## config.mk

```make
export PLATFORM = sky130hd
export DESIGN_NAME = rede_io_sched
export DESIGN_NICKNAME = d
export VERILOG_FILES = /design/src/rtl/rede_io_sched.sv
export SDC_FILE = /design/constraint.sdc
export NUM_CORES = 1
export LEC_CHECK = 0
export CAP_MARGIN = 40
export CORE_MARGIN = 2
export CORE_UTILIZATION = 29
export CTS_BUF_LIST = sky130_fd_sc_hd__clkbuf_4 sky130_fd_sc_hd__clkbuf_8
export DETAILED_ROUTE_END_ITERATION = 8
export DONT_BUFFER_PORTS = 1
export SETUP_SLACK_MARGIN = 0.02
export SYNTH_ARGS = -nofsm -noshare
export SYNTH_HDL_FRONTEND = slang
export SYNTH_SLANG_ARGS = --single-unit
export TNS_END_PERCENT = 20
```

## constraint.sdc

```tcl
create_clock -name clk -period 4.23 [get_ports clk]
set_input_delay 0.846 -clock clk [delete_from_list [all_inputs] [get_ports clk]]
set_output_delay 0.846 -clock clk [all_outputs]
set_load 0.05 [all_outputs]
```

## src/rtl/rede_io_sched.sv

```systemverilog
// rede_io_sched: I/O scheduler between sample streams and the rede core.
// Buffers one input word per port and captures processor writes per port.
module rede_io_sched #(
    parameter int NUBITS = 31,
    parameter int NUIOIN = 4,
    parameter int NUIOOU = 4,
    parameter int FCNTW  = 16
) (
    input  logic                     clk,
    input  logic                     rst,
    input  logic                     en,
    input  logic [NUBITS*NUIOIN-1:0] s_data,
    input  logic [NUIOIN-1:0]        s_valid,
    output logic [NUIOIN-1:0]        s_ready,
    input  logic [NUIOIN-1:0]        req_in,
    output logic [NUBITS-1:0]        io_in,
    input  logic [NUBITS-1:0]        io_out,
    input  logic [NUIOOU-1:0]        out_en,
    output logic [NUBITS*NUIOOU-1:0] m_data,
    output logic [NUIOOU-1:0]        m_valid,
    input  logic [NUIOOU-1:0]        m_ready,
    output logic                     proc_rst,
    output logic                     frame_done,
    output logic [FCNTW-1:0]         frame_cnt,
    output logic [NUIOIN-1:0]        err_under,
    output logic [NUIOOU-1:0]        err_over
);

    typedef enum logic [1:0] {
        IDLE,
        FILL,
        RUN
    } state_t;

    state_t state_q, state_d;

    logic [NUIOIN-1:0] in_full_q, in_full_d;
    logic [NUIOIN-1:0] err_under_q, err_under_d;
    logic [NUBITS-1:0] hold_q [NUIOIN];
    logic [NUBITS-1:0] hold_d [NUIOIN];

    logic [NUIOOU-1:0]        m_valid_q, m_valid_d;
    logic [NUIOOU-1:0]        wr_mask_q, wr_mask_d;
    logic [NUIOOU-1:0]        err_over_q, err_over_d;
    logic [NUBITS*NUIOOU-1:0] m_data_q, m_data_d;
    logic [FCNTW-1:0]         frame_cnt_q, frame_cnt_d;
    logic                     frame_done_q, frame_done_d;
    logic                     proc_rst_q, proc_rst_d;

    logic              run;
    logic              clr_err;
    logic              clr_mask;
    logic [NUIOIN-1:0] rd;
    logic [NUIOIN-1:0] accept;
    logic [NUIOOU-1:0] wr;
    logic [NUIOOU-1:0] mask_upd;

    assign run    = (state_q == RUN);
    assign rd     = run ? req_in : '0;
    assign wr     = run ? out_en : '0;
    assign accept = s_valid & ~in_full_q;

    assign s_ready    = ~in_full_q;
    assign m_data     = m_data_q;
    assign m_valid    = m_valid_q;
    assign proc_rst   = proc_rst_q;
    assign frame_done = frame_done_q;
    assign frame_cnt  = frame_cnt_q;
    assign err_under  = err_under_q;
    assign err_over   = err_over_q;

    // Lowest requested port drives the processor read bus in the strobe cycle
    always_comb begin
        io_in = '0;
        for (int k = NUIOIN - 1; k >= 0; k--) begin
            if (rd[k]) io_in = hold_q[k];
        end
    end

    // Run-control FSM: hold the core in reset until a full frame is buffered
    always_comb begin
        state_d  = state_q;
        clr_err  = 1'b0;
        clr_mask = 1'b0;
        unique case (state_q)
            IDLE: begin
                if (en) begin
                    state_d  = FILL;
                    clr_err  = 1'b1;
                    clr_mask = 1'b1;
                end
            end
            FILL: begin
                if (!en) state_d = IDLE;
                else if (&in_full_q) state_d = RUN;
            end
            RUN: begin
                if (!en) begin
                    state_d  = IDLE;
                    clr_mask = 1'b1;
                end
            end
            default: state_d = IDLE;
        endcase
        proc_rst_d = (state_d == RUN);
    end

    // Input buffers: an accept in the same cycle as an empty read wins
    always_comb begin
        in_full_d = (in_full_q & ~rd) | accept;
        if (clr_err) err_under_d = '0;
        else err_under_d = err_under_q | (rd & ~in_full_q);
        for (int k = 0; k < NUIOIN; k++) begin
            hold_d[k] = hold_q[k];
            if (accept[k]) hold_d[k] = s_data[k*NUBITS +: NUBITS];
        end
    end

    // Output registers, overflow detection and frame accounting
    always_comb begin
        m_data_d  = m_data_q;
        m_valid_d = (m_valid_q & ~m_ready) | wr;
        if (clr_err) err_over_d = '0;
        else err_over_d = err_over_q | (wr & m_valid_q & ~m_ready);
        for (int j = 0; j < NUIOOU; j++) begin
            if (wr[j]) m_data_d[j*NUBITS +: NUBITS] = io_out;
        end
        mask_upd     = wr_mask_q | wr;
        wr_mask_d    = mask_upd;
        frame_done_d = 1'b0;
        frame_cnt_d  = frame_cnt_q;
        if (&mask_upd) begin
            wr_mask_d    = '0;
            frame_done_d = 1'b1;
            frame_cnt_d  = frame_cnt_q + FCNTW'(1);
        end else if (clr_mask) begin
            wr_mask_d = '0;
        end
    end

    // State registers; reset discards all buffered data
    always_ff @(posedge clk or negedge rst) begin
        if (!rst) begin
            state_q      <= IDLE;
            in_full_q    <= '0;
            err_under_q  <= '0;
            m_valid_q    <= '0;
            wr_mask_q    <= '0;
            err_over_q   <= '0;
            m_data_q     <= '0;
            frame_cnt_q  <= '0;
            frame_done_q <= 1'b0;
            proc_rst_q   <= 1'b0;
            for (int k = 0; k < NUIOIN; k++) hold_q[k] <= '0;
        end else begin
            state_q      <= state_d;
            in_full_q    <= in_full_d;
            err_under_q  <= err_under_d;
            m_valid_q    <= m_valid_d;
            wr_mask_q    <= wr_mask_d;
            err_over_q   <= err_over_d;
            m_data_q     <= m_data_d;
            frame_cnt_q  <= frame_cnt_d;
            frame_done_q <= frame_done_d;
            proc_rst_q   <= proc_rst_d;
            for (int k = 0; k < NUIOIN; k++) hold_q[k] <= hold_d[k];
        end
    end

endmodule

```

==> results.cfg <==
[sta]
setup_tns_ns = 0
rsz0062_at_grt = false
hold_ws_ns = -0.0523
worstMarginPinSlew_ns = 0.647
hold_viol_final = 79
final_max_slew_viol_count = 0
slew_headroom_pct = 56.7
skew_ns = 0.0221
finalCriticalPeriod_ns = 3.23
max_freq_mhz = 310
setup-violations-final = 0
post-route-period-util_pct = 76.3

[run_status]
failed_checks = negative hold slack
outcome = finished with violations

[clocking]
htreeDepth = 2
path_clk_slew_ns = 0.06
cts_buffers = 48
root_buffer = clkbuf_8
clk_path_buf_depth = 3
cts.repair.resized = 0
cts_tree = built
clkLatencyLatePin_ns = 0.60
clkSinkCount = 288
post_cts_buffers = 0

[global_route]
grt_pass1_wl_um = 46500
grtUsageTotal_pct = 14.4
grt_max_degree = 289
antenna_found_initial = 4
grt.overflow.total = 0
grt_pass1_vias = 7785

[route]
routed_wl_um = 31200
wl_per_cell_um = 20.9
first_iter_violations = 327
routed_via_density = 4.90
ant_nets = 0
drt_first_pass_iters = 4
num_vias = 7308
drc = 0

[die]
fp.dieH_um = 206
io_pins = 363
dieArea_um2 = 42500
rows = 74
initial_core_util_pct = 29.2
coreArea_um2 = 40600
die_w_um = 206

[critical_path]
slowest_stage = buf_4
critPathMaxStageDelay_ns = 0.37
cp_max_fo = 34
startpoint_type = primary input
crit_buf_inv = 2
cp_cell_sequence = nor2b_2, buf_4, a221oi_1, a211o_1, a21oi_1, buf_4
critPathRequiredTime_ns = 3.38
crit_family = compound AO/OA/AOI/OAI gates
crit_arrival_ns = 2.38
cpMostUsedCell = buf_4
critPathCaptureType = output port
crit_type = primary input to output port

[pwr]
p_seq_share_pct = 59.2
power_frac_comb_pct = 18.6
internal-power_mw = 6.61
switchingPower_mw = 4.96
p_sw_share_pct = 42.9
power_mw = 11.6
power_frac_clock_pct = 22.2
p_leak_nw = 6.03
ir_worst_vdd_mv = 0.300
p_per_area_nw_per_um2 = 845

[placed_design]
placed_area_um2 = 12700
dp_hpwl_um = 21500
numPortBuffers = 0
gp_congestion = 0.770

[synthesis]
ys_ff_latch = 288
syn_area_um2 = 11800
synth_cell_types = 33
yosysSeqAreaShare_pct = 60.8
synth_fp_nets = 1070
synth_cells = 895
yosys_warnings = 0
synth_area_per_cell_um2 = 13.2

[layout]
nets = 1103
fin_area_um2 = 13700
diodes = 0
drive_above_1_share_pct = 36.8
area_delta_synth_final_pct = 15.6

[min_path]
hold_path.class = primary input to async pin

[job]
cap_violations = 0
## kinds of logic after synthesis
logic type / count (synthesis) / share of synthesized area [%]
xor gates and xnor gates: 15 / 1.17
and+or+nand+nor: 130 / 5.02
muxes: 218 / 20.7
buffers and inverters: 96 / 3.61
adders and majority gates: 1 / 0.106
DFF: 288 / 60.8
AOI/OAI and AO/OA: 147 / 8.52
## cell type report
class	count	area [um^2]
tap	532	666
clock buffer	72	935
multi-input combinational	511	4250
inverter	36	135
fill	3983	26900
sequential	288	7210
timing repair buffer	43	433
clock inverter	8	70.1
## metal layers
| metal | GRT usage [%] | part of all wire (%) | up-vias |
|---|---|---|---|
| met1 | 16.5 | 38 | 3714 |
| li1 | - | - | 3227 |
| met5 | 0 | 0.13 | - |
| met2 | 23.4 | 47 | 297 |
| met4 | 4.49 | 2.2 | 6 |
| met3 | 7.32 | 12 | 64 |
## worst paths after layout
| check | start | end | slack (ns) | depth (start not counted) |
|---|---|---|---|---|
| max in group asynchronous | rst | m_data[1]$_DFFE_PN0P_ | 3.77 | 0 |
| hold / removal | rst | hold_q[121]$_DFFE_PN0P_ | -0.05 | 0 |
| setup / recovery | req_in[2] | io_in[6] | 1.00 | 6 |
| hold reg to reg | hold_q[60]$_DFFE_PN0P_ | hold_q[60]$_DFFE_PN0P_ | 0.49 | 1 |
| setup reg to reg | state_q[1]$_DFF_PN0_ | m_data[7]$_DFFE_PN0P_ | 2.29 | 4 |
| min in group clk | en | proc_rst$_DFF_PN0_ | 0.37 | 1 |
## cells in the mapped netlist
library cell,n,area (um^2)
dfrtp_1,288,7210
mux2_2,211,2380
nand2_1,71,267
a21oi_1,39,195
inv_1,36,135
a211o_1,31,272
a221oi_1,31,272
o21ai_0,31,155
clkbuf_1,30,113
buf_2,24,120
nor2_1,15,56.3
xnor2_1,12,105
nor2b_1,9,56.3
nand3_1,8,40.0
mux2_1,7,78.8
nand4_1,7,43.8
or2_2,7,43.8
o21a_1,6,45.0
a31oi_1,5,31.3
buf_6,5,56.3
and2_1,4,25.0
nand2b_1,3,18.8
and3_1,2,12.5
nor3_1,2,10.0
o22ai_1,2,12.5
xor2_1,2,17.5
a211oi_4,1,20.0
a21o_1,1,7.51
and4_1,1,8.76
buf_1,1,3.75
ha_1,1,12.5
nand4_2,1,12.5
xnor2_2,1,16.3
## through the flow
step	hold WS (ns)	util [%]	worst slack, ns	cells
global placement	0.475	30.9	1.03	1402
global route	-0.124	33.8	0.912	1490
detailed placement	0.482	31.3	1.01	1410
floorplan	0.458	-	0.883	895
finish	-0.0523	33.8	1.00	1490
CTS	-0.128	33.8	1.00	1490
## power groups by stage
stage | clock network [mW] | logic, mW | registers, mW
2_1_floorplan | 0 | 1.81 | 6.64
3_5_place_dp | 0 | 2.18 | 6.92
3_3_place_gp | 0 | 2.05 | 6.90
4_1_cts | 2.68 | 2.19 | 6.87
6_report | 2.57 | 2.15 | 6.85
5_1_grt | 2.80 | 2.37 | 7.03
## registers in the layout, indices dropped and copies added (netlist names), 2 cells and up
register   count
hold_q       124
m_data       124
frame_cnt     16
err_over       4
err_under      4
in_full_q      4
m_valid        4
wr_mask_q      4
state_q        2
## cells in the final DEF, fill, tap and decap left out, drive strengths merged
cell type	netlist	final
a21o	1	1
dfrtp	288	288
nor2b	9	9
o22ai	2	2
clkbuf	30	72
o21a	6	6
and4	1	1
nor2	15	15
nand3	8	8
a221oi	31	31
buf	30	43
clkinvlp	0	2
or2	7	7
a211o	31	31
a21oi	39	39
and2	4	4
mux2	218	218
a31oi	5	5
nand4	8	8
o21ai	31	31
nand2	71	71
clkinv	0	5
a211oi	1	1
nor3	2	2
bufinv	0	1
and3	2	2
ha	1	1
nand2b	3	3
xnor2	13	13
xor2	2	2
inv	36	36
Note: power is estimated with default switching activity, not from simulation.
